File: config.mk
export PLATFORM = sky130hd
export DESIGN_NAME = store_buffer
export DESIGN_NICKNAME = d
export VERILOG_FILES = /design/src/rtl/store_buffer.sv
export SDC_FILE = /design/constraint.sdc
export NUM_CORES = 1
export LEC_CHECK = 0
export CAP_MARGIN = 5
export CORE_AREA = 2 2 141 247
export CTS_BUF_LIST = sky130_fd_sc_hd__clkbuf_8
export DETAILED_ROUTE_END_ITERATION = 7
export DIE_AREA = 0 0 143 249
export GPL_TIMING_DRIVEN = 0
export PLACE_DENSITY = 0.83
export SYNTH_ARGS = -nofsm -noshare
export SYNTH_HDL_FRONTEND = slang
export SYNTH_SLANG_ARGS = --single-unit
File: constraint.sdc
create_clock -name clk -period 5.5 [get_ports clk]
set_clock_uncertainty 0.1 [all_clocks]
set_input_delay 0.825 -clock clk [delete_from_list [all_inputs] [get_ports clk]]
set_output_delay 0.825 -clock clk [all_outputs]
set_load 0.03 [all_outputs]
File: src/rtl/store_buffer.sv
// Circular store buffer between the MEM stage and the data-memory write port.
// Optional load forwarding of full-word stores is enabled with macro STBUF_FWD_EN.
module store_buffer #(
  parameter int DEPTH = 4
) (
  input  logic        clk,
  input  logic        reset,
  input  logic        in_valid,
  input  logic [31:0] in_addr,
  input  logic [31:0] in_wdata,
  input  logic [3:0]  in_be,
  input  logic [31:0] in_pc,
  output logic        in_ready,
  input  logic        ld_valid,
  input  logic [31:0] ld_addr,
  output logic        ld_stall,
  output logic        ld_fwd_valid,
  output logic [31:0] ld_fwd_data,
  input  logic        mem_busy,
  output logic        mem_we,
  output logic [31:0] mem_addr,
  output logic [31:0] mem_wdata,
  output logic [3:0]  mem_be,
  output logic [31:0] mem_pc,
  output logic        empty,
  output logic [4:0]  count
);

  localparam int PW = (DEPTH > 1) ? $clog2(DEPTH) : 1;

  typedef struct packed {
    logic [29:0] addr;
    logic [31:0] wdata;
    logic [3:0]  be;
    logic [31:0] pc;
  } entry_t;

  entry_t          ent_q [DEPTH];
  entry_t          ent_d [DEPTH];
  logic [DEPTH-1:0] valid_q, valid_d;
  logic [PW-1:0]   head_q, head_d;
  logic [PW-1:0]   tail_q, tail_d;
  logic [4:0]      count_q, count_d;

  logic push;
  logic pop;

  assign in_ready  = (count_q < 5'(DEPTH));
  assign empty     = (count_q == 5'd0);
  assign count     = count_q;
  assign mem_we    = !empty && !mem_busy;
  assign mem_addr  = {ent_q[head_q].addr, 2'b00};
  assign mem_wdata = ent_q[head_q].wdata;
  assign mem_be    = ent_q[head_q].be;
  assign mem_pc    = ent_q[head_q].pc;

  assign push = in_valid && in_ready;
  assign pop  = mem_we;

  always_comb begin
    for (int unsigned i = 0; i < DEPTH; i++) begin
      ent_d[i] = ent_q[i];
    end
    valid_d = valid_q;
    head_d  = head_q;
    tail_d  = tail_q;
    count_d = count_q + 5'(push) - 5'(pop);
    if (pop) begin
      valid_d[head_q] = 1'b0;
      head_d          = head_q + 1'b1;
    end
    if (push) begin
      valid_d[tail_q] = 1'b1;
      ent_d[tail_q]   = '{addr: in_addr[31:2], wdata: in_wdata, be: in_be, pc: in_pc};
      tail_d          = tail_q + 1'b1;
    end
  end

  always_ff @(posedge clk) begin
    if (reset) begin
      valid_q <= '0;
      head_q  <= '0;
      tail_q  <= '0;
      count_q <= '0;
    end else begin
      valid_q <= valid_d;
      head_q  <= head_d;
      tail_q  <= tail_d;
      count_q <= count_d;
    end
  end

  // Payload needs no reset: it is only observed through valid entries.
  always_ff @(posedge clk) begin
    for (int unsigned i = 0; i < DEPTH; i++) begin
      ent_q[i] <= ent_d[i];
    end
  end

  logic          match_any;
  logic [3:0]    young_be;
  logic [31:0]   young_data;
  logic [PW-1:0] idx;
  logic          fwd;

  // Scan oldest to youngest from head so the last hit is the youngest match.
  always_comb begin
    match_any  = 1'b0;
    young_be   = '0;
    young_data = '0;
    idx        = '0;
    for (int unsigned i = 0; i < DEPTH; i++) begin
      idx = head_q + PW'(i);
      if (valid_q[idx] && (ent_q[idx].addr == ld_addr[31:2])) begin
        match_any  = 1'b1;
        young_be   = ent_q[idx].be;
        young_data = ent_q[idx].wdata;
      end
    end
  end

`ifdef STBUF_FWD_EN
  assign fwd          = ld_valid && match_any && (young_be == 4'hF);
  assign ld_fwd_data  = fwd ? young_data : '0;
`else
  logic unused_fwd;
  assign unused_fwd   = ^{young_be, young_data};
  assign fwd          = 1'b0;
  assign ld_fwd_data  = '0;
`endif

  assign ld_fwd_valid = fwd;
  assign ld_stall     = ld_valid && match_any && !fwd;

  logic unused_bits;
  assign unused_bits = ^{in_addr[1:0], ld_addr[1:0]};

endmodule

**Yosys cells after proc, flatten, opt, wreduce, memory -nomap -nowiden**

Memory sizes are Yosys's and may differ from the RTL's. A register that Yosys moved wholly into a read port is not among the register bits.
Cells that the tools add are included.

- Add/sub/neg operators: 6
- $mul: 0
- Divide/modulo/power cells: 0
- Order comparisons: 10
- Equal/unequal tests: 4
- Shifts and indexed selects: 0
- Multiplexer cells: 24
- Bitwise logic cells: 4
- Reductions and logical operators: 13

Operators by type and width:

| cell | count |
|---|---|
| bitwise mux 392 bit | 1 |
| 2-to-1 mux 392 bit | 1 |
| demux 98 bit (select 2 bit) | 1 |
| == test 30 bit | 4 |
| 2-to-1 mux 98 bit | 1 |
| < comparator 2 x 3 -> 1 bit, second input constant | 5 |
| logical AND 1 bit | 10 |
| 2-to-1 mux 1 bit | 10 |
| binary-select mux 1 bit (select 2 bit) | 4 |
| 2-to-1 mux 4 bit | 2 |
| adder 5 x 1 -> 5 bit | 1 |
| logical NOT 5 bit | 1 |
| < comparator 5 x 3 -> 1 bit, second input constant | 1 |
| subtractor 5 x 1 -> 5 bit | 1 |
| adder 2 x 1 -> 2 bit, second input constant | 2 |
| adder 2 bit, second input constant | 2 |
| AND 4 bit | 1 |
| demux 1 bit (select 2 bit) | 2 |
| >= comparator 2 x 1 -> 1 bit, second input constant | 2 |
| 2-to-1 mux 2 bit | 2 |
| NOT 4 bit | 1 |
| bitwise OR 4 bit | 1 |
| >= comparator 3 bit, second input constant | 1 |
| < comparator 3 x 1 -> 1 bit, second input constant | 1 |
| other kinds (2) | 3 |

- Flip-flop bits (word level): 13
- Bits in latches: 0
- Bits in writable memories: 392
- Bits in read-only memories: 0
- Output and inout port bits: 142
- Word-level logic and storage cells: 66
- Memories kept: 1

Memories:

| memory | words | bits a word | read ports | clocked after Yosys merged registers in | write ports | line | text |
|---|---|---|---|---|---|---|---|
| ent_q | 4 | 98 | 8 | 1 | 4 | 38 | `entry_t ent_q [DEPTH];` |

**Depth between registers and ports, before layout**

Gate-level depths: netlist (run 1).

- Word-level depth: 9
- Depth in mapped cells: 15

**Worst setup path after synthesis (run 1)**

No wires, ideal clock.

- Path type: register -> register
- Start: reg, netlist name count[3]
- End: mem ent_q[0][0] (netlist name), enable pin
- Library setup time: 0.470 ns
- Arrival time: 3.688 ns
- Required time: 4.930 ns
- Path slack: 1.242 ns
- Stages on the path, launching flop included: 5
- Buffers on the path: 0
- Clock period less this slack: 4.258 ns
- Cells stage by stage: dfxtp_1 inv_1 ha_1 nor2b_1 and3_1

RTL lines:

| what | line |
|---|---|
| end: declaration | 38 |

**Worst setup path after layout (run 1)**

- Start: reg head_q[0]
- End: out ld_stall

- Elaborated cells between the ends (all ways): 24
- Those cells by class: add/sub: 3; eq/ne: 3; mux: 12; reduce/logical: 5; memory: 1

RTL lines:

| what | line | text |
|---|---|---|
| start: declaration | 41 | `logic [PW-1:0] head_q, head_d;` |
| start signal: assignment | 82 | `head_q <= '0;` |
| start signal: assignment | 87 | `head_q <= head_d;` |
| adder 2 bit (*) | 113 | `idx = head_q + PW'(i);` |
| named net idx[0] | 103 | `logic [PW-1:0] idx;` |
| memory (4 x 98 bit) / binary-select mux 1 bit (select 2 bit) (equally long branches) | n/a |  |
| == test 30 bit / 2-to-1 mux 1 bit (equally long branches) | 114 | `if (valid_q[idx] && (ent_q[idx].addr == ld_addr[31:2])) begin` |
| logical AND 1 bit (*) | 114 |  |
| 2-to-1 mux 1 bit (*) | 114 |  |
| logical AND 1 bit (*) | 133 | `assign ld_stall = ld_valid && match_any && !fwd;` |
| end: declaration | 16 | `output logic ld_stall,` |

The timed path passes the listed nets; every way through them passes the cells marked *. The select of a mux whose other input is x is not followed.

==> results of run 1 <==
-- synthesized netlist by cell type, drive strengths merged (2+ instances only) --
library cell  number
a221oi             3
o31ai              2
o211ai             4
a211oi             3
a22o               2
xnor2             52
edfxtp           392
o21ai             17
mux2i             99
nand3             15
o2bb2ai            2
ha                15
or4                3
nor2b              3
nor3               6
and2               2
o2111ai            3
clkbuf            24
nor4              10
mux2              18
o22ai             10
buf               73
nand2             25
dfxtp             15
inv               22
a21oi             23
o221ai             3
nand2b             5
nand4             16
and3               5
nor2              26
a2111oi            4
xor2              50
o311ai             2
mux4             121
-- cell families (layout without fill, tap and decap cells) --
logic type / Yosys count / in the layout / share of synthesized area
buffers and inverters: 120 / 454 / 0.0363
adder cells (fa/ha/maj): 16 / 16 / 0.0109
multiplexers: 238 / 238 / 0.207
other: 1 / 36 / 0.000198
AND/OR/NAND/NOR: 119 / 119 / 0.0316
flip-flops: 407 / 407 / 0.636
AO/OA/AOI/OAI: 87 / 87 / 0.0308
XOR/XNOR: 102 / 102 / 0.0471
-- sequential cells by signal, indices dropped and copies added (netlist names), named ones only --
name	flops
tail_q	2
ent_q	392
valid_q	4
head_q	2
count	5
-- what timing repair did --
action,CTS,global route
gates resized for setup,27,10
endpoints found under the setup margin,1,1
pin swaps,1,0
-- area by class of cell --
| cell class | count | share of cell area |
|---|---|---|
| clock buffers | 57 | 0.0336 |
| diodes | 1 | 0.000107 |
| clock inverters | 47 | 0.0144 |
| inverters | 23 | 0.00375 |
| repair buffers | 231 | 0.105 |
| flip-flops and latches | 407 | 0.517 |
| well taps | 455 | 0.0244 |
| multi-input cells | 597 | 0.276 |
| plain buffers | 96 | 0.0268 |
-- layer usage --
layer  up-vias  GRT usage  routed length, microns
li1       4963          -                       -
met1      5795      0.319                   17200
met2       635      0.552                   29200
met3       216     0.0717                    4070
met4         8      0.223                    4660
met5         -          0                      55
-- worst max-delay path by stage --
stage / start / to / slack [ps] / depth (start not counted)
after floorplan: count[3] / ent_q[0][0] / 1240 / 4
after global routing: head_q[0] / ld_stall / -2 / 15
after CTS: head_q[0] / ld_stall / 20 / 15
final: head_q[0] / ld_stall / 140 / 15
after detailed placement: head_q[0] / ld_stall / -990 / 16
after global placement: head_q[0] / ld_stall / -1150 / 16
-- critical path, delay by kind of cell (launching register included) --
family | cells | cell delay (ps)
DFF | 1 | 440
and+or+nand+nor | 2 | 400
AOI/OAI and AO/OA | 4 | 750
adders and majority gates | 1 | 320
buffers and inverters | 8 | 1890
-- metrics by stage --
step                      power (uW)  utilization  instance area (sq um)  hold slack (ps)  worst slack [ps]
after global placement          9040        0.654                  21900              461             -1150
final                          11400        0.697                  23400              500               143
after CTS                      11400        0.695                  23300              487              22.6
after global routing           11800        0.697                  23400              511             -2.29
after detailed placement        9070        0.661                  22100              479              -991
after floorplan                 7150            -                  19100              412              1240
-- power groups by stage --
stage / Clock, uW / Combinational [uW] / Sequential [uW]
global placement: 0 / 5050 / 3990
finish: 2300 / 5210 / 3890
CTS: 2350 / 5180 / 3890
detailed placement: 0 / 5120 / 3950
global route: 2440 / 5410 / 3920
floorplan: 0 / 3190 / 3960
-- placed cells by master (no fill, tap or decap), types with 16 or more instances in the layout --
master	n
nand4_1	16
a21oi_1	23
inv_1	37
xnor2_1	49
nand2_1	25
clkbuf_8	57
mux2i_1	98
mux4_2	118
nor2_1	26
clkbuf_1	21
clkdlybuf4s50_1	222
edfxtp_1	392
mux2_2	17
xor2_1	50
conb_1	35
buf_4	40
==> results.yml, run 1 <==
detailed_routing:
  ant_nets: 0
  drcViolationCount: 0
  vias: 11600
  detail_route.iter0.violations: 855
  drt-pass1-iter-count: 5
  drt_wl_total_mm: 55.1
  avgRoutedWirePerCell_microns: 28.8
  via_per_inst: 6.07
global_route:
  grt_pass1_wl_mm: 79.0
  grt_overflow: 0
  grt_usage: 0.313
  grt_pass1_vias: 12300
  antenna_found_initial: 5
  grt_max_degree: 48
yosys:
  ys_async_sr_fraction: 0
  synth_edf_count: 392
  ys_ff_latch: 407
  synth_top_area_cell: "edfxtp_1"
  synthCells: 1090
  yosys_warnings: 0
  synthTopCellsByArea: "edfxtp_1 (62%), mux4_2 (14%), mux2i_1 (5.2%), xnor2_1 (2.4%), xor2_1 (2.3%)"
  synth_top_area_frac: 0.620
  synth_ff_type: "edfxtp_1"
  seq_area_frac_synth: 0.636
  synth_area_sq_um: 19000
  synth_area_per_cell_sq_um: 17.4
  synthDistinctLibCells: 58
critical_path:
  r2r.worst_path.cells: 13
  rr_endpoint: "count[4]"
  reg2reg_slack_ps: 2370
  cp-end-kind: "output port"
  path_common_cell: "buf_4"
  required_ps: 4580
  cp.arrival_ps: 4430
  crit_fanout: 19
  cpMaxStageDelayCell: "dfxtp_2"
  cp_slowest_stage_delay_ps: 440
  cp_cell_sequence: "buf_6, buf_12, buf_4, inv_1, ha_1, buf_4, clkinv_2, clkbuf_2, o21ai_0, nor3_1, a31oi_1, a221oi_2, nand4_1, o311ai_2, clkdlybuf4s18_2"
  rr_startpoint: "count[3]"
  start_kind: "flip-flop"
  crit_type: "flip-flop to output port"
floorplan:
  coreArea_sq_um: 33500
  start_util: 0.566
  die_w_microns: 143
  core.rowCount: 89
  dieHeight_microns: 249
  die_area_sq_um: 35600
  boundaryPins: 279
finish:
  seq_area_sq_um: 12100
  stdcell_count: 1914
  final.fill_count: 2204
  drive_gt1_frac: 0.210
  multi_input_area_sq_um: 6440
  synthToLayoutAreaGrowth_pct: 23.1
  nets: 1565
clock_network:
  numCtsBuffers: 56
  cts_setup_buffers: 0
  clk_latency_ps: 610
  cts.sinks: 407
  cts_buffer_depth: 3
  postCtsHoldBufs: 0
  clkTransAtPathRegs_ps: 70
  cts_tree: "done"
  cts_root_buf: "clkbuf_8"
  ctsHtreeMaxLevel: 2
min_path:
  hold_class: "flip-flop to flip-flop"
  hp-start: "tail_q[0]"
  hold-path-endpoint: "tail_q[0]"
  whs_path_depth: 2
sta:
  tns_ps: 0
  setup_viol: 0
  slew_headroom: 0.337
  fmax_mhz: 187
  worst_pin_slew_ps: 982
  hold_viol: 0
  fin_crit_sh: 0.974
  slew_violations: 0
  fin_crit_ps: 5360
power:
  p_sw_frac: 0.379
  power.internal_uw: 7080
  powerDensity_nw_per_um2: 488
  p_leak_uw: 0.00776
  p_comb_frac: 0.457
  seq_power_share: 0.341
  power_frac_clock: 0.201
  p_switching_uw: 4320
  ir_drop_v: 0.000413
run:
  max-cap-violations: 0
place:
  routabilityCongestion: 0.990
  post-dp-hpwl_mm: 40.7
  port_buffers: 223
  dp.cells: 1810
status:
  status: "finished, final reports clean"
No activity file was read; power rests on OpenSTA's default activity.
==> run 2, diff against run 1 <==
- HOLD_SLACK_MARGIN: not set -> 0.06
==> results of run 2 <==
Final layout, timing and power as in run 1 (identical DEF).
